[config.mk]
export PLATFORM = sky130hd
export DESIGN_NAME = regfile_sb_flat
export DESIGN_NICKNAME = d
export VERILOG_FILES = /design/src/rtl/regfile_pkg.sv /design/src/rtl/regfile_sb_if.sv /design/src/rtl/regfile_scoreboard.sv /design/src/rtl/regfile_sb.sv /design/src/flat_wrapper.sv
export SDC_FILE = /design/constraint.sdc
export NUM_CORES = 1
export LEC_CHECK = 0
export ABC_AREA = 1
export CAP_MARGIN = 20
export CORE_ASPECT_RATIO = 1.4
export CORE_UTILIZATION = 36
export CTS_CLUSTER_DIAMETER = 80
export CTS_CLUSTER_SIZE = 24
export DETAILED_ROUTE_END_ITERATION = 16
export RECOVER_POWER = 25
export SYNTH_ARGS = -nofsm -noshare
export SYNTH_HDL_FRONTEND = slang
export SYNTH_SLANG_ARGS = --single-unit
[constraint.sdc]
create_clock -name clk -period 16.4 [get_ports clk]
set_input_delay 1.64 -clock clk [delete_from_list [all_inputs] [get_ports clk]]
set_output_delay 1.64 -clock clk [all_outputs]
set_load 0.03 [all_outputs]
[src/rtl/regfile_pkg.sv]
// Shared defaults, bypass-select encoding and flattened-port lane helper
// for the regfile_sb register file slice.
package regfile_pkg;

  localparam int unsigned DEF_WIDTH   = 16;
  localparam int unsigned DEF_REGBITS = 4;
  localparam int unsigned DEF_NREAD   = 2;

  typedef enum logic [1:0] {
    BYP_RAM,
    BYP_WD0,
    BYP_WD1,
    BYP_ZERO
  } byp_sel_e;

  // Low bit index of lane `lane` in a flattened bus of `w`-bit lanes.
  function automatic int unsigned lane_lo(input int unsigned lane, input int unsigned w);
    return lane * w;
  endfunction

endpackage

[src/rtl/regfile_sb_if.sv]
// Issue/writeback/read bus of regfile_sb; master = datapath, slave = register file.
interface regfile_sb_if
  import regfile_pkg::*;
#(
  parameter int unsigned WIDTH   = DEF_WIDTH,
  parameter int unsigned REGBITS = DEF_REGBITS,
  parameter int unsigned NREAD   = DEF_NREAD
);

  logic                       we0;
  logic [REGBITS-1:0]         wa0;
  logic [WIDTH-1:0]           wd0;
  logic                       we1;
  logic [REGBITS-1:0]         wa1;
  logic [WIDTH-1:0]           wd1;
  logic [NREAD*REGBITS-1:0]   ra;
  logic [NREAD*WIDTH-1:0]     rd;
  logic                       issue;
  logic [REGBITS-1:0]         issue_wa;
  logic [NREAD-1:0]           busy;
  logic [REGBITS:0]           pend_cnt;

  modport master (
    output we0, wa0, wd0, we1, wa1, wd1, ra, issue, issue_wa,
    input  rd, busy, pend_cnt
  );

  modport slave (
    input  we0, wa0, wd0, we1, wa1, wd1, ra, issue, issue_wa,
    output rd, busy, pend_cnt
  );

endinterface

[src/rtl/regfile_scoreboard.sv]
// Pending-write scoreboard: one pending bit per register, set by issue and
// cleared by writeback (issue wins on collision), plus busy lookup and count.
module regfile_scoreboard
  import regfile_pkg::*;
#(
  parameter int unsigned REGBITS  = DEF_REGBITS,
  parameter int unsigned NREAD    = DEF_NREAD,
  parameter bit          BYPASS   = 1'b1,
  parameter bit          ZERO_REG = 1'b1
) (
  input  logic                     clk,
  input  logic                     reset,
  input  logic                     we0_i,
  input  logic [REGBITS-1:0]       wa0_i,
  input  logic                     we1_i,
  input  logic [REGBITS-1:0]       wa1_i,
  input  logic                     issue_i,
  input  logic [REGBITS-1:0]       issue_wa_i,
  input  logic [NREAD*REGBITS-1:0] ra_i,
  output logic [NREAD-1:0]         busy_o,
  output logic [REGBITS:0]         pend_cnt_o
);

  localparam int unsigned DEPTH = 1 << REGBITS;

  logic [DEPTH-1:0] pend_q, pend_d;
  logic [REGBITS:0] cnt_q, cnt_d;
  logic             issue_ok;

  assign issue_ok = issue_i && !(ZERO_REG && (issue_wa_i == '0));

  always_comb begin
    pend_d = pend_q;
    if (we0_i)    pend_d[wa0_i]      = 1'b0;
    if (we1_i)    pend_d[wa1_i]      = 1'b0;
    if (issue_ok) pend_d[issue_wa_i] = 1'b1;
    // Count is the popcount of the next vector, so it tracks pending exactly
    // without separate inc/dec bookkeeping for double retires.
    cnt_d = '0;
    for (int unsigned a = 0; a < DEPTH; a++) begin
      cnt_d = cnt_d + (REGBITS+1)'(pend_d[a]);
    end
  end

  always_ff @(posedge clk or posedge reset) begin
    if (reset) begin
      pend_q <= '0;
      cnt_q  <= '0;
    end else begin
      pend_q <= pend_d;
      cnt_q  <= cnt_d;
    end
  end

  assign pend_cnt_o = cnt_q;

  for (genvar i = 0; i < NREAD; i++) begin : g_busy
    logic [REGBITS-1:0] a;
    logic               fwd;
    assign a   = ra_i[lane_lo(i, REGBITS) +: REGBITS];
    assign fwd = BYPASS && ((we0_i && (wa0_i == a)) || (we1_i && (wa1_i == a)))
                 && !(issue_i && (issue_wa_i == a));
    assign busy_o[i] = pend_q[a] && !fwd;
  end

endmodule

[src/rtl/regfile_sb.sv]
// Two-write, NREAD-read register file with optional write->read bypass,
// optional hardwired r0 and an integrated pending-write scoreboard.
module regfile_sb
  import regfile_pkg::*;
#(
  parameter int unsigned WIDTH    = DEF_WIDTH,
  parameter int unsigned REGBITS  = DEF_REGBITS,
  parameter int unsigned NREAD    = DEF_NREAD,
  parameter bit          BYPASS   = 1'b1,
  parameter bit          ZERO_REG = 1'b1
) (
  input  logic        clk,
  input  logic        reset,
  regfile_sb_if.slave bus
);

  localparam int unsigned DEPTH = 1 << REGBITS;

  logic [WIDTH-1:0] ram_q [DEPTH];
  logic             wr0_ok, wr1_ok;

  assign wr0_ok = bus.we0 && !(ZERO_REG && (bus.wa0 == '0));
  assign wr1_ok = bus.we1 && !(ZERO_REG && (bus.wa1 == '0));

  // Port 1 is written last so it wins an address collision.
  always_ff @(posedge clk or posedge reset) begin
    if (reset) begin
      for (int unsigned a = 0; a < DEPTH; a++) ram_q[a] <= '0;
    end else begin
      if (wr0_ok) ram_q[bus.wa0] <= bus.wd0;
      if (wr1_ok) ram_q[bus.wa1] <= bus.wd1;
    end
  end

  for (genvar i = 0; i < NREAD; i++) begin : g_rd
    logic [REGBITS-1:0] a;
    logic [WIDTH-1:0]   val;
    byp_sel_e           sel;

    assign a = bus.ra[lane_lo(i, REGBITS) +: REGBITS];

    // Reset also masks the bypass so rd reads zero while reset is held.
    always_comb begin
      sel = BYP_RAM;
      if (reset || (ZERO_REG && (a == '0)))          sel = BYP_ZERO;
      else if (BYPASS && wr1_ok && (bus.wa1 == a))   sel = BYP_WD1;
      else if (BYPASS && wr0_ok && (bus.wa0 == a))   sel = BYP_WD0;
    end

    always_comb begin
      val = '0;
      unique case (sel)
        BYP_RAM:  val = ram_q[a];
        BYP_WD0:  val = bus.wd0;
        BYP_WD1:  val = bus.wd1;
        BYP_ZERO: val = '0;
        default:  val = '0;
      endcase
    end

    assign bus.rd[i*WIDTH +: WIDTH] = val;
  end

  regfile_scoreboard #(
    .REGBITS  (REGBITS),
    .NREAD    (NREAD),
    .BYPASS   (BYPASS),
    .ZERO_REG (ZERO_REG)
  ) u_sb (
    .clk        (clk),
    .reset      (reset),
    .we0_i      (bus.we0),
    .wa0_i      (bus.wa0),
    .we1_i      (bus.we1),
    .wa1_i      (bus.wa1),
    .issue_i    (bus.issue),
    .issue_wa_i (bus.issue_wa),
    .ra_i       (bus.ra),
    .busy_o     (bus.busy),
    .pend_cnt_o (bus.pend_cnt)
  );

endmodule
[src/flat_wrapper.sv]
// flat-port wrapper written by rule: the top's interface ports become plain ports
module regfile_sb_flat import regfile_pkg::*;
#(
  parameter int unsigned WIDTH    = DEF_WIDTH,
  parameter int unsigned REGBITS  = DEF_REGBITS,
  parameter int unsigned NREAD    = DEF_NREAD,
  parameter bit          BYPASS   = 1'b1,
  parameter bit          ZERO_REG = 1'b1
)
  (clk, reset, bus_we0, bus_wa0, bus_wd0, bus_we1, bus_wa1, bus_wd1, bus_ra, bus_issue, bus_issue_wa, bus_rd, bus_busy, bus_pend_cnt);
  regfile_sb_if #(.WIDTH(WIDTH), .REGBITS(REGBITS), .NREAD(NREAD)) bus_i ();
  input  logic clk;
  input  logic reset;
  input wire logic [$bits(bus_i.we0)-1:0] bus_we0;
  input wire logic [$bits(bus_i.wa0)-1:0] bus_wa0;
  input wire logic [$bits(bus_i.wd0)-1:0] bus_wd0;
  input wire logic [$bits(bus_i.we1)-1:0] bus_we1;
  input wire logic [$bits(bus_i.wa1)-1:0] bus_wa1;
  input wire logic [$bits(bus_i.wd1)-1:0] bus_wd1;
  input wire logic [$bits(bus_i.ra)-1:0] bus_ra;
  input wire logic [$bits(bus_i.issue)-1:0] bus_issue;
  input wire logic [$bits(bus_i.issue_wa)-1:0] bus_issue_wa;
  output wire logic [$bits(bus_i.rd)-1:0] bus_rd;
  output wire logic [$bits(bus_i.busy)-1:0] bus_busy;
  output wire logic [$bits(bus_i.pend_cnt)-1:0] bus_pend_cnt;
  assign bus_i.we0 = bus_we0;
  assign bus_i.wa0 = bus_wa0;
  assign bus_i.wd0 = bus_wd0;
  assign bus_i.we1 = bus_we1;
  assign bus_i.wa1 = bus_wa1;
  assign bus_i.wd1 = bus_wd1;
  assign bus_i.ra = bus_ra;
  assign bus_i.issue = bus_issue;
  assign bus_i.issue_wa = bus_issue_wa;
  assign bus_rd = bus_i.rd;
  assign bus_busy = bus_i.busy;
  assign bus_pend_cnt = bus_i.pend_cnt;
  regfile_sb #(.WIDTH(WIDTH), .REGBITS(REGBITS), .NREAD(NREAD), .BYPASS(BYPASS), .ZERO_REG(ZERO_REG)) u_core (.clk(clk), .reset(reset), .bus(bus_i));
endmodule
==> reports/metrics.yaml, run 1 <==
outcome:
  status: "finished with violations"
  violations: "capacitance limit, slew limit"
clocking:
  cts_hold_buf: 0
  ctsRootBufferMaster: "clkbuf_16"
  clkTransAtPathRegs_ns: 0.10
  cts_tree: "done"
  h-tree-depth: 1
  insertion_delay_ns: 0.55
  cts-resized-gates: 0
  clk_path_buf_depth: 3
  cts_buffers: 16
  cts_sinks: 277
  post_cts_buffers: 0
synth:
  syn_inst: 2997
  synth-seq-area-share: 0.3528
  ys.flop_type: "dfrtp_1"
  synth_top_area_cell: "dfrtp_1"
  yosysMostFrequentCell: "nand2_1"
  synth_area_per_cell_um2: 6.557
  yosys-top-cells-area: "dfrtp_1 35%, nand2_1 16%, nand3_1 11%, o21ai_0 8.3%, o211ai_1 6.8%"
  ys_seq_elements: 277
  synth.yosys.warnings: 0
  synth_common_cells: "858 x nand2_1, 438 x nand3_1, 326 x inv_1"
  synth_area_um2: 19650
  synth_nets: 3069
  async_flop_share: 1.000
  ys_types: 37
  synth_edf_count: 0
  synth_top_area_frac: 0.3528
critical_path:
  worstPathArrival_ns: 8.07
  worst_setup_path_start_kind: "primary input"
  worst_setup_path_end_kind: "asynchronous set/reset pin"
  required_ns: 15.34
  crit_type: "primary input to asynchronous set/reset pin"
  cp_max_fo: 115
floorplan:
  initial_utilization: 0.3669
  dieArea_um2: 55540
  rows: 100
  core_area_um2: 53550
  dieHeight_um: 278.4
  ios: 96
  chipWidth_um: 199.5
timing:
  max-slew-margin-rel: -3.658
  setup_viol: 0
  worstMarginPinSlew_ns: 6.987
  max_freq_mhz: 109.5
  hold_viol: 0
  fin_crit_ns: 9.134
  rsz0062_at_grt: "no"
  maxSlewViolCount: 116
  fin_worst_skew_ns: 0.01990
  tns_ns: 0
  post-route-period-util: 0.5570
grt:
  grt_pass1_wl_um: 127600
  grt_max_degree: 141
  track_usage: 0.3060
  grt_pass1_vias: 20760
  grt-ovfl-total: 0
  antenna_found_initial: 0
power:
  peakVddDrop_uv: 117.4
  p_per_area_nw_per_um2: 107.1
  leakage_nw: 10.23
  power_mw: 2.282
place:
  dp_hpwl_um: 51520
  io_buffer_count: 95
  placed_area_um2: 20760
  finalWeightedCongestion: 0.9836
cells_and_area:
  fin_nets: 2962
  antenna_cells: 0
  syn2layout_area_growth_pct: 8.431
  post-route-cell-area_um2: 21310
  fillers: 5797
  drive_gt1_frac: 0.04910
route:
  drt_iter0_drc: 2100
  wl_per_cell_um: 23.37
  drt_wl_total_um: 84260
  dr.pass1.iters: 6
  vias: 21240
  detail_route.vias_per_cell: 5.891
  drcViolationCount: 0
  antenna_left: 0
flow_run:
  drv_cap: 1
hold_path:
  min_path_type: "flop to flop"
-- critical path, stage by stage --
cell and delay, ns:
dlygate4sd3_1 0.65, clkinvlp_2 0.77, clkbuf_1 4.88
-- registers in the layout, summed over array words and instances (netlist names) --
| name | cells |
|---|---|
| u_core.ram_q | 256 |
| u_core.u_sb.pend_cnt_o | 5 |
| u_core.u_sb.pend_q | 16 |
-- metrics by stage --
stage | worst slack [ns] | cells | hold WS [ns] | utilization
after floorplan | 7.123 | 2997 | 0.4426 | -
final | 7.266 | 3606 | 0.4041 | 0.3979
after global routing | 6.069 | 3606 | 0.4189 | 0.3979
after CTS | 9.337 | 3602 | 0.4056 | 0.3965
after detailed placement | 9.156 | 3582 | 0.3824 | 0.3878
after global placement | 9.137 | 3582 | 0.3783 | 0.3878
-- final timing paths --
path	startpoint	end	slack, ns	cells past startpoint
worst max-delay path	reset	u_core.ram_q[123]	7.27	3
worst min-delay path	u_core.ram_q[241]	u_core.ram_q[241]	0.40	0
worst max register to register	u_core.u_sb.pend_q[0]	u_core.u_sb.pend_cnt_o[4]	12.43	14
worst min register to register	u_core.ram_q[241]	u_core.ram_q[241]	0.40	0
max in group clk	bus_ra[4]	bus_rd[29]	9.43	11
min in group asynchronous	reset	u_core.ram_q[128]	1.94	2
-- where the power goes --
group | switching [mW] | internal, mW
Sequential | 0.0690 | 0.846
Combinational | 0.584 | 0.326
Clock | 0.264 | 0.193
Total | 0.918 | 1.36
-- area by class of cell --
cell class / instances / area (µm²) / area share
sequential: 277 / 6932 / 0.3253
inverter: 342 / 1290 / 0.06054
clock inverter: 3 / 43.79 / 0.002055
clock buffer: 17 / 425.4 / 0.01997
multi-input combinational: 2103 / 10330 / 0.4851
timing repair buffer: 150 / 1388 / 0.06512
tap: 714 / 893.4 / 0.04193
-- metal layers --
metal	share of wire	vias up	global-route usage
met4	0.096	0	0.2605
met5	0	-	0
li1	-	9618	-
met2	0.48	1181	0.5102
met1	0.35	10070	0.3429
met3	0.073	375	0.03999
-- cells by family after synthesis --
kind of cell             count (synthesis)  share of synthesized area
XOR/XNOR                                 4                   0.001783
buffers and inverters                  617                     0.1226
adder cells (fa/ha/maj)                 15                    0.01337
AND/OR/NAND/NOR                       1447                     0.3224
flip-flops                             277                     0.3528
AO/OA/AOI/OAI                          637                     0.1871
-- layout by cell type, fill, tap and decap left out, types with 16 or more instances in the layout --
master / count
a21oi_1: 97
nor2_1: 42
dfrtp_1: 277
inv_1: 325
o211ai_1: 179
nand2_1: 857
nand3_1: 437
or2_2: 16
nand3b_1: 16
clkdlybuf4s50_1: 87
clkbuf_16: 17
nand4_1: 49
o21ai_0: 325
o21ai_1: 24
buf_4: 53
No activity file was read; power rests on OpenSTA's default activity.
==> run 2: changes to the inputs <==
==> constraint.sdc (replaced) <==
create_clock -name clk -period 8.9 [get_ports clk]
set_input_delay 0.89 -clock clk [delete_from_list [all_inputs] [get_ports clk]]
set_output_delay 0.89 -clock clk [all_outputs]
set_load 0.03 [all_outputs]
==> run 2 against run 1 <==
Compared with the run above: the flow still finishes with violations (capacitance limit, slew limit); first-iteration DRC count up 17%; critical path depth is 17 higher; register-to-register slack got worse by 7.5 ns; highest routed layer unchanged.
==> reports/metrics.yaml, run 2 (synthesized netlist as in run 1, its figures left out) <==
critical_path:
  cp_max_fo: 33
  critPathLaunch: "bus_wa1[1]"
  reg2reg_depth: 14
  rrSetupSlack_ns: 4.89
  endpoint: "u_core.u_sb.pend_cnt_o[4]"
  crit_type: "primary input to flop"
  required_ns: 9.31
  worstPathArrival_ns: 6.80
  worst_setup_path_end_kind: "flop"
  worst_setup_path_start_kind: "primary input"
  reg2reg_to: "u_core.u_sb.pend_cnt_o[4]"
  r2r-start: "u_core.u_sb.pend_q[0]"
clocking:
  insertion_delay_ns: 0.55
  cts_sinks: 277
  cts_buffers: 17
  ctsRootBufferMaster: "clkbuf_16"
  clk_path_buf_depth: 3
  cts_hold_buf: 0
  post_cts_buffers: 0
  h-tree-depth: 1
  cts-resized-gates: 0
  clkTransAtPathRegs_ns: 0.10
  cts_tree: "done"
floorplan:
  initial_utilization: 0.3669
  ios: 96
  dieArea_um2: 55540
  dieHeight_um: 278.4
  chipWidth_um: 199.5
  core_area_um2: 53550
  rows: 100
power:
  peakVddDrop_uv: 277.7
  switchingPower_mw: 1.717
  p_per_area_nw_per_um2: 199.3
  power_mw: 4.245
  leakage_nw: 10.22
  internal-power_mw: 2.528
  pwr-share-seq: 0.397
  combPwrFrac: 0.397
  p_sw_frac: 0.4044
  pwr-share-clk: 0.207
timing:
  max-slew-margin-rel: -2.244
  fin_crit_ns: 6.396
  setup_viol: 0
  maxSlewViolCount: 203
  tns_ns: 0
  setup_ws_ns: 2.504
  fin_worst_skew_ns: 0.02596
  hold_viol: 0
  max_freq_mhz: 156.3
  worstMarginPinSlew_ns: 4.839
  post-route-period-util: 0.7187
  rsz0062_at_grt: "no"
place:
  finalWeightedCongestion: 0.9257
  io_buffer_count: 95
  post-place-cells: 3583
  dp_hpwl_um: 52190
  post-place-ws_ns: 2.672
route:
  detail_route.vias_per_cell: 5.843
  drt_wl_total_um: 83690
  dr.pass1.iters: 6
  wl_per_cell_um: 23.18
  drcViolationCount: 0
  vias: 21090
  antenna_left: 0
  drt_iter0_drc: 2463
cells_and_area:
  final_common_cell: "nand2_1"
  fin_nets: 2961
  fillers: 5721
  antenna_cells: 0
  utilization: 0.3978
  mostFrequentLayoutCells: "858 x nand2_1, 437 x nand3_1, 326 x o21ai_0"
  regMostFlops: "u_core.ram_q"
  stdcell_count: 3610
  syn2layout_area_growth_pct: 8.405
  largest_reg_flops: 256
  drive_gt1_frac: 0.04800
flow_run:
  drv_cap: 4
grt:
  antenna_found_initial: 1
  track_usage: 0.3037
  grt_pass1_wl_um: 127000
  grt_max_degree: 178
  grt_pass1_vias: 20540
  grt-ovfl-total: 0
hold_path:
  min_path_type: "flop to flop"
outcome:
  status: "finished with violations"
  violations: "capacitance limit, slew limit"
-- run 2: changes by cell type in the layout (fill, tap and decap cells not counted), sizes merged --
cell,before,now
buf,60,56
clkinvlp,1,2
dlygate4sd3,2,4
inv,343,344
clkdlybuf4s50,87,85
clkinv,1,3
clkbuf,18,22
-- run 2: worst min-delay path by stage --
stage | start | endpoint | slack, ns | depth (start not counted)
finish | u_core.ram_q[250] | u_core.ram_q[250] | 0.40 | 0
global route | u_core.ram_q[242] | u_core.ram_q[242] | 0.42 | 0
CTS | u_core.ram_q[250] | u_core.ram_q[250] | 0.41 | 0
detailed placement | u_core.ram_q[249] | u_core.ram_q[249] | 0.38 | 0
global placement | u_core.ram_q[245] | u_core.ram_q[245] | 0.38 | 0
floorplan | u_core.ram_q[255] | u_core.ram_q[255] | 0.44 | 1
-- run 2: final cells by class --
class	instances	area, µm²	share of cell area
multi-input cells	2103	10330	0.4848
flip-flops and latches	277	6932	0.3254
repair buffers	148	1345	0.06314
inverters	342	1290	0.06056
well taps	714	893.4	0.04194
clock buffers	19	432.9	0.02032
clock inverters	7	81.33	0.003818
-- run 2: critical path, cell delays in order --
cell           delay, ns
dlygate4sd3_1       0.70
inv_1               0.12
nand2_1             0.19
inv_1               0.09
nand3_1             0.07
clkbuf_1            1.24
nand3_1             0.19
o21ai_0             0.22
inv_1               0.09
fa_1                0.55
inv_1               0.07
fa_1                0.46
fa_1                0.51
inv_1               0.05
fa_1                0.47
inv_1               0.05
ha_1                0.21
fa_1                0.46
nand2_1             0.08
a21boi_0            0.08
-- run 2: routing by layer --
layer,vias to the layer above,part of all wire,global-route usage
li1,9616,-,-
met4,0,0.093,0.2458
met2,1187,0.47,0.4972
met3,351,0.081,0.04435
met1,9938,0.36,0.3500
met5,-,0,0
-- run 2: through the flow --
step                hold slack (ns)  area [µm²]
floorplan                    0.4426       19650
finish                       0.4026       21300
CTS                          0.4060       21300
detailed placement           0.3838       20780
global placement             0.3793       20780
global route                 0.4160       21300
-- run 2: power groups by stage --
stage	clock [mW]	sequential, mW	combinational (mW)
floorplan	0	1.69	1.18
global placement	0	1.69	1.63
detailed placement	0	1.70	1.67
CTS	0.890	1.68	1.67
global route	0.922	1.71	1.92
finish	0.877	1.68	1.68
